**src/rtl/alu_seq_ctrl_if.sv**
```systemverilog
// Command/response handshake bundle between a requester and the ALU sequencer.
interface alu_seq_ctrl_if;
  logic        req_valid;
  logic        req_ready;
  logic [2:0]  req_op;
  logic [7:0]  req_a;
  logic [7:0]  req_b;
  logic        rsp_valid;
  logic        rsp_ready;
  logic [15:0] rsp_result;
  logic [3:0]  rsp_flags;
  logic        rsp_err;

  modport master (
    output req_valid, req_op, req_a, req_b, rsp_ready,
    input  req_ready, rsp_valid, rsp_result, rsp_flags, rsp_err
  );

  modport slave (
    input  req_valid, req_op, req_a, req_b, rsp_ready,
    output req_ready, rsp_valid, rsp_result, rsp_flags, rsp_err
  );
endinterface

```
**src/rtl/alu_seq_ctrl.sv**
```systemverilog
// Sequencer owning a combinational 8-bit ALU: single-pass ADD/SUB/AND/OR and
// an unsigned 8x8 MUL built as a shift-and-add loop over the ALU adder.
module alu_seq_ctrl #(
  parameter int unsigned MUL_ITERS = 8
) (
  input  logic              clk,
  input  logic              rst_n,
  alu_seq_ctrl_if.slave     bus,
  output logic [7:0]        alu_a,
  output logic [7:0]        alu_b,
  output logic [1:0]        alu_control,
  input  logic [7:0]        alu_result,
  input  logic [7:0]        alu_flags
);

  localparam int unsigned     CNT_W    = (MUL_ITERS > 1) ? $clog2(MUL_ITERS) : 1;
  localparam logic [CNT_W-1:0] CNT_LAST = CNT_W'(MUL_ITERS - 1);
  localparam logic [2:0]      OP_MUL   = 3'b100;

  typedef enum logic [1:0] {S_IDLE, S_EXEC, S_MUL, S_DONE} state_t;

  state_t           r_state;
  logic [2:0]       r_op;
  logic [7:0]       r_a;      // operand A, doubles as multiplicand M
  logic [7:0]       r_b;      // operand B, doubles as multiplier/low product Q
  logic [7:0]       r_phi;
  logic [CNT_W-1:0] r_cnt;
  logic             r_req_ready;
  logic             r_rsp_valid;
  logic [15:0]      r_rsp_result;
  logic [3:0]       r_rsp_flags;
  logic             r_rsp_err;

  logic             w_reserved;
  logic             w_c;
  logic [7:0]       w_s;
  logic [15:0]      w_prod;
  logic             w_unused;

  assign w_reserved = (r_op > OP_MUL);
  assign w_unused   = ^alu_flags[7:4];

  // One shift-add step: conditional add of M into P_hi, then shift {C,S,Q} right.
  assign w_c    = r_b[0] & alu_flags[1];
  assign w_s    = r_b[0] ? alu_result : r_phi;
  assign w_prod = {w_c, w_s, r_b[7:1]};

  // ALU drive depends only on registered state.
  always_comb begin
    alu_a       = 8'h00;
    alu_b       = 8'h00;
    alu_control = 2'b00;
    case (r_state)
      S_EXEC: begin
        if (!w_reserved) begin
          alu_a       = r_a;
          alu_b       = r_b;
          alu_control = r_op[1:0];
        end
      end
      S_MUL: begin
        alu_a = r_phi;
        alu_b = r_a;
      end
      default: ;
    endcase
  end

  always_ff @(posedge clk or negedge rst_n) begin
    if (!rst_n) begin
      r_state      <= S_IDLE;
      r_op         <= 3'b000;
      r_a          <= 8'h00;
      r_b          <= 8'h00;
      r_phi        <= 8'h00;
      r_cnt        <= '0;
      r_req_ready  <= 1'b1;
      r_rsp_valid  <= 1'b0;
      r_rsp_result <= 16'h0000;
      r_rsp_flags  <= 4'h0;
      r_rsp_err    <= 1'b0;
    end else begin
      case (r_state)
        S_IDLE: begin
          if (bus.req_valid && r_req_ready) begin
            r_state     <= (bus.req_op == OP_MUL) ? S_MUL : S_EXEC;
            r_op        <= bus.req_op;
            r_a         <= bus.req_a;
            r_b         <= bus.req_b;
            r_phi       <= 8'h00;
            r_cnt       <= '0;
            r_req_ready <= 1'b0;
            r_rsp_err   <= 1'b0;
          end
        end
        S_EXEC: begin
          if (w_reserved) begin
            r_rsp_result <= 16'h0000;
            r_rsp_flags  <= 4'h0;
            r_rsp_err    <= 1'b1;
          end else begin
            r_rsp_result <= {8'h00, alu_result};
            r_rsp_flags  <= alu_flags[3:0];
          end
          r_rsp_valid <= 1'b1;
          r_state     <= S_DONE;
        end
        S_MUL: begin
          r_phi <= w_prod[15:8];
          r_b   <= w_prod[7:0];
          r_cnt <= r_cnt + CNT_W'(1);
          if (r_cnt == CNT_LAST) begin
            r_rsp_result <= w_prod;
            r_rsp_flags  <= {1'b0, (w_prod == 16'h0000), (w_prod[15:8] != 8'h00), 1'b0};
            r_rsp_valid  <= 1'b1;
            r_state      <= S_DONE;
          end
        end
        S_DONE: begin
          if (bus.rsp_ready) begin
            r_rsp_valid <= 1'b0;
            r_req_ready <= 1'b1;
            r_state     <= S_IDLE;
          end
        end
        default: r_state <= S_IDLE;
      endcase
    end
  end

  assign bus.req_ready  = r_req_ready;
  assign bus.rsp_valid  = r_rsp_valid;
  assign bus.rsp_result = r_rsp_result;
  assign bus.rsp_flags  = r_rsp_flags;
  assign bus.rsp_err    = r_rsp_err;

endmodule
```
**src/flat_wrapper.sv**
```systemverilog
// flat-port wrapper written by rule: the top's interface ports become plain ports
module alu_seq_ctrl_flat 
#(
  parameter int unsigned MUL_ITERS = 8
)
  (clk, rst_n, alu_a, alu_b, alu_control, alu_result, alu_flags, bus_req_valid, bus_req_op, bus_req_a, bus_req_b, bus_rsp_ready, bus_req_ready, bus_rsp_valid, bus_rsp_result, bus_rsp_flags, bus_rsp_err);
  alu_seq_ctrl_if bus_i ();
  input  logic clk;
  input  logic rst_n;
  output logic [7:0] alu_a;
  output logic [7:0] alu_b;
  output logic [1:0] alu_control;
  input  logic [7:0] alu_result;
  input  logic [7:0] alu_flags;
  input wire logic [$bits(bus_i.req_valid)-1:0] bus_req_valid;
  input wire logic [$bits(bus_i.req_op)-1:0] bus_req_op;
  input wire logic [$bits(bus_i.req_a)-1:0] bus_req_a;
  input wire logic [$bits(bus_i.req_b)-1:0] bus_req_b;
  input wire logic [$bits(bus_i.rsp_ready)-1:0] bus_rsp_ready;
  output wire logic [$bits(bus_i.req_ready)-1:0] bus_req_ready;
  output wire logic [$bits(bus_i.rsp_valid)-1:0] bus_rsp_valid;
  output wire logic [$bits(bus_i.rsp_result)-1:0] bus_rsp_result;
  output wire logic [$bits(bus_i.rsp_flags)-1:0] bus_rsp_flags;
  output wire logic [$bits(bus_i.rsp_err)-1:0] bus_rsp_err;
  assign bus_i.req_valid = bus_req_valid;
  assign bus_i.req_op = bus_req_op;
  assign bus_i.req_a = bus_req_a;
  assign bus_i.req_b = bus_req_b;
  assign bus_i.rsp_ready = bus_rsp_ready;
  assign bus_req_ready = bus_i.req_ready;
  assign bus_rsp_valid = bus_i.rsp_valid;
  assign bus_rsp_result = bus_i.rsp_result;
  assign bus_rsp_flags = bus_i.rsp_flags;
  assign bus_rsp_err = bus_i.rsp_err;
  alu_seq_ctrl #(.MUL_ITERS(MUL_ITERS)) u_core (.clk(clk), .rst_n(rst_n), .bus(bus_i), .alu_a(alu_a), .alu_b(alu_b), .alu_control(alu_control), .alu_result(alu_result), .alu_flags(alu_flags));
endmodule
```
**config.mk**
```make
export PLATFORM = sky130hd
export DESIGN_NAME = alu_seq_ctrl_flat
export DESIGN_NICKNAME = d
export VERILOG_FILES = /design/src/rtl/alu_seq_ctrl_if.sv /design/src/rtl/alu_seq_ctrl.sv /design/src/flat_wrapper.sv
export SDC_FILE = /design/constraint.sdc
export NUM_CORES = 1
export LEC_CHECK = 0
export BUFFER_PORTS_ARGS = -buffer_cell sky130_fd_sc_hd__buf_2
export CORE_MARGIN = 2
export CORE_UTILIZATION = 50
export DETAILED_ROUTE_END_ITERATION = 8
export GPL_TIMING_DRIVEN = 0
export PLACE_DENSITY = 0.77
export SYNTH_ARGS = -nofsm -noshare
export SYNTH_HDL_FRONTEND = slang
export SYNTH_SLANG_ARGS = --single-unit
```
**constraint.sdc**
```tcl
create_clock -name clk -period 3.91 [get_ports clk]
set_input_delay 0.5865 -clock clk [delete_from_list [all_inputs] [get_ports clk]]
set_output_delay 0.5865 -clock clk [all_outputs]
set_load 0.01 [all_outputs]
```
# ---- Word level (Yosys, flattened, before mapping)
# Cells that the tools add are included.
dict set report totals {
  reg_bits 55
  in_bits 39
  out_inout_bits 41
  wordCells 71
}
dict set report classes {
  addsub 1
  magnitude_cmp 1
  n_eq_ne 9
  n_mux 32
  n_bitwise 1
  n_reduce_logical 16
}
# operator count
set ops {}
lappend ops {{$pmux 8 s2} 4}
lappend ops {{$mux 8} 6}
lappend ops {{$pmux 16 s2} 1}
lappend ops {{$logic_not 16->1} 1}
lappend ops {{$mux 16} 1}
lappend ops {{$mux 2} 6}
lappend ops {{$reduce_and 3->1} 4}
lappend ops {{$mux 4} 2}
lappend ops {{$pmux 2 s4} 1}
lappend ops {{$pmux 4 s2} 1}
lappend ops {{$reduce_bool 2->1} 4}
lappend ops {{$reduce_bool 8->1} 1}
lappend ops {{$eq 3x3->1 const B} 2}
lappend ops {{$ne 2x1->1 const B} 3}
lappend ops {{$pmux 3 s2} 1}
lappend ops {{$reduce_and 2->1} 3}
lappend ops {{$mux 1} 5}
lappend ops {{$eq 2x2->1 const B} 2}
lappend ops {{$pmux 1 s2} 2}
lappend ops {{$add 3x1->3 const B} 1}
lappend ops {{$gt 3x3->1 const B} 1}
lappend ops {{$mux 3} 1}
lappend ops {{$pmux 1 s3} 1}
lappend ops {{$reduce_bool 3->1} 1}
lappend ops {{other kinds (5)} 5}

# ---- Logic depth before layout (Yosys ltp)
dict set report depth {
  word_depth 4
  mapped_depth 8
}

# ---- Worst setup path before layout
# No wires, ideal clock.
dict set report synth_path {
  path_kind {register to output}
  start {reg u_core.r_state[1]}
  end {out alu_a[5]}
  t_arrival_ps 1458
  required_time_ps 3323
  slack_ps 1866
  path_stages_with_launch 8
  cell_sequence {dfrtp_1 -> inv_1 -> ha_1 -> and2_1 -> clkbuf_2 -> buf_4 -> a22oi_1 -> nor2b_1}
}
dict set report synth_via {
  elab_chain_cells 2
  word_cells_on_any_way 3
  cone_classes {eq/ne (2); mux (1)}
}
# item line
set synth_lines {}
lappend synth_lines {{start: declaration} alu_seq_ctrl.sv:22} ;# state_t r_state;
lappend synth_lines {{start signal: assignment} alu_seq_ctrl.sv:86} ;# r_state <= (bus.req_op == OP_MUL) ? S_MUL : S_EXEC;
lappend synth_lines {{$eq 2x2->1 or $eq 2x1->1 (tied branches)} alu_seq_ctrl.sv:53} ;# case (r_state)
lappend synth_lines {{$pmux 8 s2 *} alu_seq_ctrl.sv:53}
lappend synth_lines {{end: declaration} flat_wrapper.sv:10} ;# output logic [7:0] alu_a;
# Every way passes the cells marked *; elsewhere a longest branch is shown, timed or not.

# ---- Worst setup path after layout
dict set report layout_path {
  start {reg u_core.r_state[1]}
  end {out alu_b[6]}
}
dict set report layout_via {
  elab_chain_cells 2
  word_cells_on_any_way 3
  cone_classes {eq/ne (2); mux (1)}
}
# item line
set layout_lines {}
lappend layout_lines {{$eq 2x2->1 or $eq 2x1->1 (tied branches)} alu_seq_ctrl.sv:53}
lappend layout_lines {{$pmux 8 s2 *} alu_seq_ctrl.sv:53}
lappend layout_lines {{end: declaration} flat_wrapper.sv:11} ;# output logic [7:0] alu_b;
# Marks and branches as above.

==> results.yml <==
routing:
  highest-signal-layer: "met4"
  dr_wl_met3_um: 459
  drc: 0
  drt_wl_total_mm: 6.72
  wl_met2_mm: 3.11
  drt-initial-drc-count: 237
  avgRoutedWirePerCell_um: 16.0
  drtAntennaViolNets: 0
  via_count: 2365
  first_pass_iters: 4
  drt-met1-wl_mm: 3.03
  routed_via_density: 5.62
sta:
  report.final.hold_viol_count: 0
  tightest_slew_ps: 1200
  setup_viol: 0
  rsz0062_at_grt: "false"
  finalMaxSlewViolations: 0
  finalCriticalPeriod_ps: 2710
  setup_tns_ps: 0
  period_share: 0.693
  slew_headroom: 0.203
  max_freq_mhz: 369
  layout_setup_ws_ps: 1200
  finClkSkew_ps: 7.72
  hold_ws_ps: 481
status:
  status: "finished clean"
worst_setup_path:
  r2r-start: "u_core.r_state[0]$_DFFE_PN0P_"
  critPathMaxFanout: 10
  reg2reg_to: "u_core.r_b[3]$_DFFE_PN0P_"
  max_stage_delay_ps: 420
  cp.arrival_ps: 2120
  cp-start-kind: "flop"
  cp-end-kind: "primary output"
  rrSetupSlack_ps: 2120
  cp_slowest_cell: "dfrtp_1"
  crit_type: "flop to primary output"
  ff2ff_path_depth: 7
  path_cells: "inv_1, ha_1, and2_1, clkbuf_2, buf_4, a22oi_1, nor2b_1, buf_2"
  cp_data_required_time_ps: 3320
placed_design:
  preCtsSetupSlack_ps: 1560
  io_buffers: 75
  place_hpwl_mm: 5.11
  place.gp.congestion: 0.871
  dpl.cell_count: 414
power_and_ir_drop:
  comb_power_share: 0.513
  p_leak_uw: 0.00161
  clkPwrFrac: 0.113
  power_density_mw_per_mm2: 832
  vdd_drop_max_v: 0.000494
  total_power_uw: 2760
  internal_power_uw: 1570
  sw_frac_of_total: 0.432
  seqPwrFrac: 0.374
  switchingPower_uw: 1190
grt:
  grt_pass1_wl_mm: 11.1
  grt_max_degree: 56
  grt_overflow: 0
  grt_usage: 0.234
  antenna_found_initial: 0
  first_global_vias: 2296
die:
  core_mm2: 0.00541
  dieArea_mm2: 0.00614
  die_x_um: 78.3
  start_util: 0.511
  io_pins: 80
  row_count: 27
  die_y_um: 78.3
synth:
  yosysTopAreaCellShare: 0.489
  avgSynthCellArea_um2: 10.3
  ys_ff_latch: 55
  ys_seq_area_frac: 0.499
  syn-cell-area_mm2: 0.00276
  syn_inst: 267
  yosys.area.top_type: "dfrtp_1"
  synth.distinct_cells: 37
  syn-num-nets: 313
  yosys_warnings: 0
  synthTopCellsByArea: "dfrtp_1 (49%), o21ai_0 (6.3%), a22oi_1 (6.3%), mux2i_1 (5.4%), nand2_1 (5.3%)"
layout:
  fin_nets: 395
  syn_to_final_growth_pct: 20.0
  instances_no_fill: 421
  drive_above_1_share: 0.321
  diodes: 0
cts:
  cts_buffer_depth: 2
  insertion_delay_ps: 300
  root_buffer: "clkbuf_8"
  cts_hold_buf: 0
  cts_tree: "done"
  clk_pin_slew_worst_paths_ps: 90
  cts_post_setup_buffers_inserted: 0
  ctsResizeCount: 0
  cts_buffers: 5
  htreeDepth: 2
  cts.sinks: 55
hold_path:
  whs_path_depth: 2
  hold_class: "flop to flop"
  min_to: "u_core.bus.rsp_result[1]$_DFFE_PN0P_"
  min-delay-start: "u_core.bus.rsp_result[1]$_DFFE_PN0P_"
job:
  maxCapViolCount: 0
-- synthesized netlist by cell type --
master    number
o211ai_1       1
nand4_1        1
dfrtp_1       54
a22oi_1       23
mux2_2        11
and2_1         1
buf_2          5
a22o_1         3
o31ai_1        3
a21oi_1        6
nand2b_1       1
nor4_1         5
and3b_1        1
a21bo_2        1
ha_1           7
clkbuf_1       2
nor2b_1       19
nor2_1         6
clkbuf_2       1
mux2i_1       15
a41o_1         1
o21ai_2        2
buf_6          1
a221oi_2       1
nand2_1       39
o21ai_0       35
o21a_1         1
nor2_2         1
buf_4          5
dfstp_2        1
mux2i_2        1
a311oi_1       1
nand3_1        2
inv_1          5
a31oi_1        2
and3_1         1
a32o_1         2
-- routing by layer --
layer / global-route usage / vias up
met3: 0.0506 / 11
met4: 0.0702 / 0
met1: 0.319 / 1135
met2: 0.377 / 91
li1: - / 1128
met5: 0 / -
-- state kept, by name (all words and copies together), names as in the netlist --
| register | cells |
|---|---|
| u_core.bus.rsp_result | 16 |
| u_core.r_a | 8 |
| u_core.r_b | 8 |
| u_core.r_phi | 8 |
| u_core.bus.rsp_flags | 4 |
| u_core.r_cnt | 3 |
| u_core.r_op | 3 |
| u_core.r_state | 2 |
| u_core.bus.req_ready | 1 |
| u_core.bus.rsp_err | 1 |
| u_core.bus.rsp_valid | 1 |
-- cell usage in the layout, fill, tap and decap left out, types with 7 or more instances in the layout --
cell type	netlist	layout
buf_2	5	80
dfrtp_1	54	54
nand2_1	39	39
o21ai_0	35	35
a22oi_1	23	23
nor2b_1	19	19
mux2i_1	15	15
mux2_2	11	11
ha_1	7	7
-- power by group through the flow --
stage | clock (uW) | combinational [uW] | sequential, uW
finish | 312 | 1410 | 1030
global route | 343 | 1580 | 1060
CTS | 318 | 1420 | 1020
detailed placement | 0 | 1410 | 1040
global placement | 0 | 1380 | 1020
floorplan | 0 | 994 | 995
-- worst max-delay path by stage --
| stage | from | to | slack [ps] | depth (start not counted) |
|---|---|---|---|---|
| 2_1_floorplan | u_core.r_state[1]$_DFFE_PN0P_ | alu_a[5] | 1870 | 7 |
| 3_3_place_gp | u_core.r_state[1]$_DFFE_PN0P_ | alu_b[7] | 1580 | 8 |
| 3_5_place_dp | u_core.r_state[1]$_DFFE_PN0P_ | alu_b[6] | 1560 | 8 |
| 4_1_cts | u_core.r_state[1]$_DFFE_PN0P_ | alu_b[6] | 1200 | 8 |
| 5_1_grt | u_core.r_state[1]$_DFFE_PN0P_ | alu_b[5] | 1040 | 8 |
| 6_report | u_core.r_state[1]$_DFFE_PN0P_ | alu_b[6] | 1200 | 8 |
-- worst max-delay path: cells and delay by family, from the launching register on --
| family | cells | cell delay (ps) |
|---|---|---|
| buffers and inverters | 4 | 620 |
| DFF | 1 | 420 |
| adders and majority gates | 1 | 360 |
| and+or+nand+nor | 2 | 330 |
| AOI/OAI and AO/OA | 1 | 70 |
-- cell type report --
class                           instances  area, um2
Clock buffer                            6       82.6
Buffer                                 14       86.3
Inverter                                5       18.8
Fill cell                             474       2090
Sequential cell                        55       1380
Clock inverter                          1       5.00
Timing Repair Buffer                   75        375
Multi-Input combinational cell        193       1280
Tap cell                               72       90.1
-- logic make-up after synthesis --
logic type / share of synthesized area
and+or+nand+nor: 0.134
AOI/OAI and AO/OA: 0.194
muxes: 0.104
buffers and inverters: 0.0380
DFF: 0.499
adders and majority gates: 0.0317
-- stage by stage --
| stage | utilization | cell area [um2] |
|---|---|---|
| finish | 0.613 | 3320 |
| global route | 0.613 | 3320 |
| CTS | 0.613 | 3320 |
| detailed placement | 0.597 | 3230 |
| global placement | 0.597 | 3230 |
| floorplan | - | 2760 |
(Power assumes the default switching activity.)
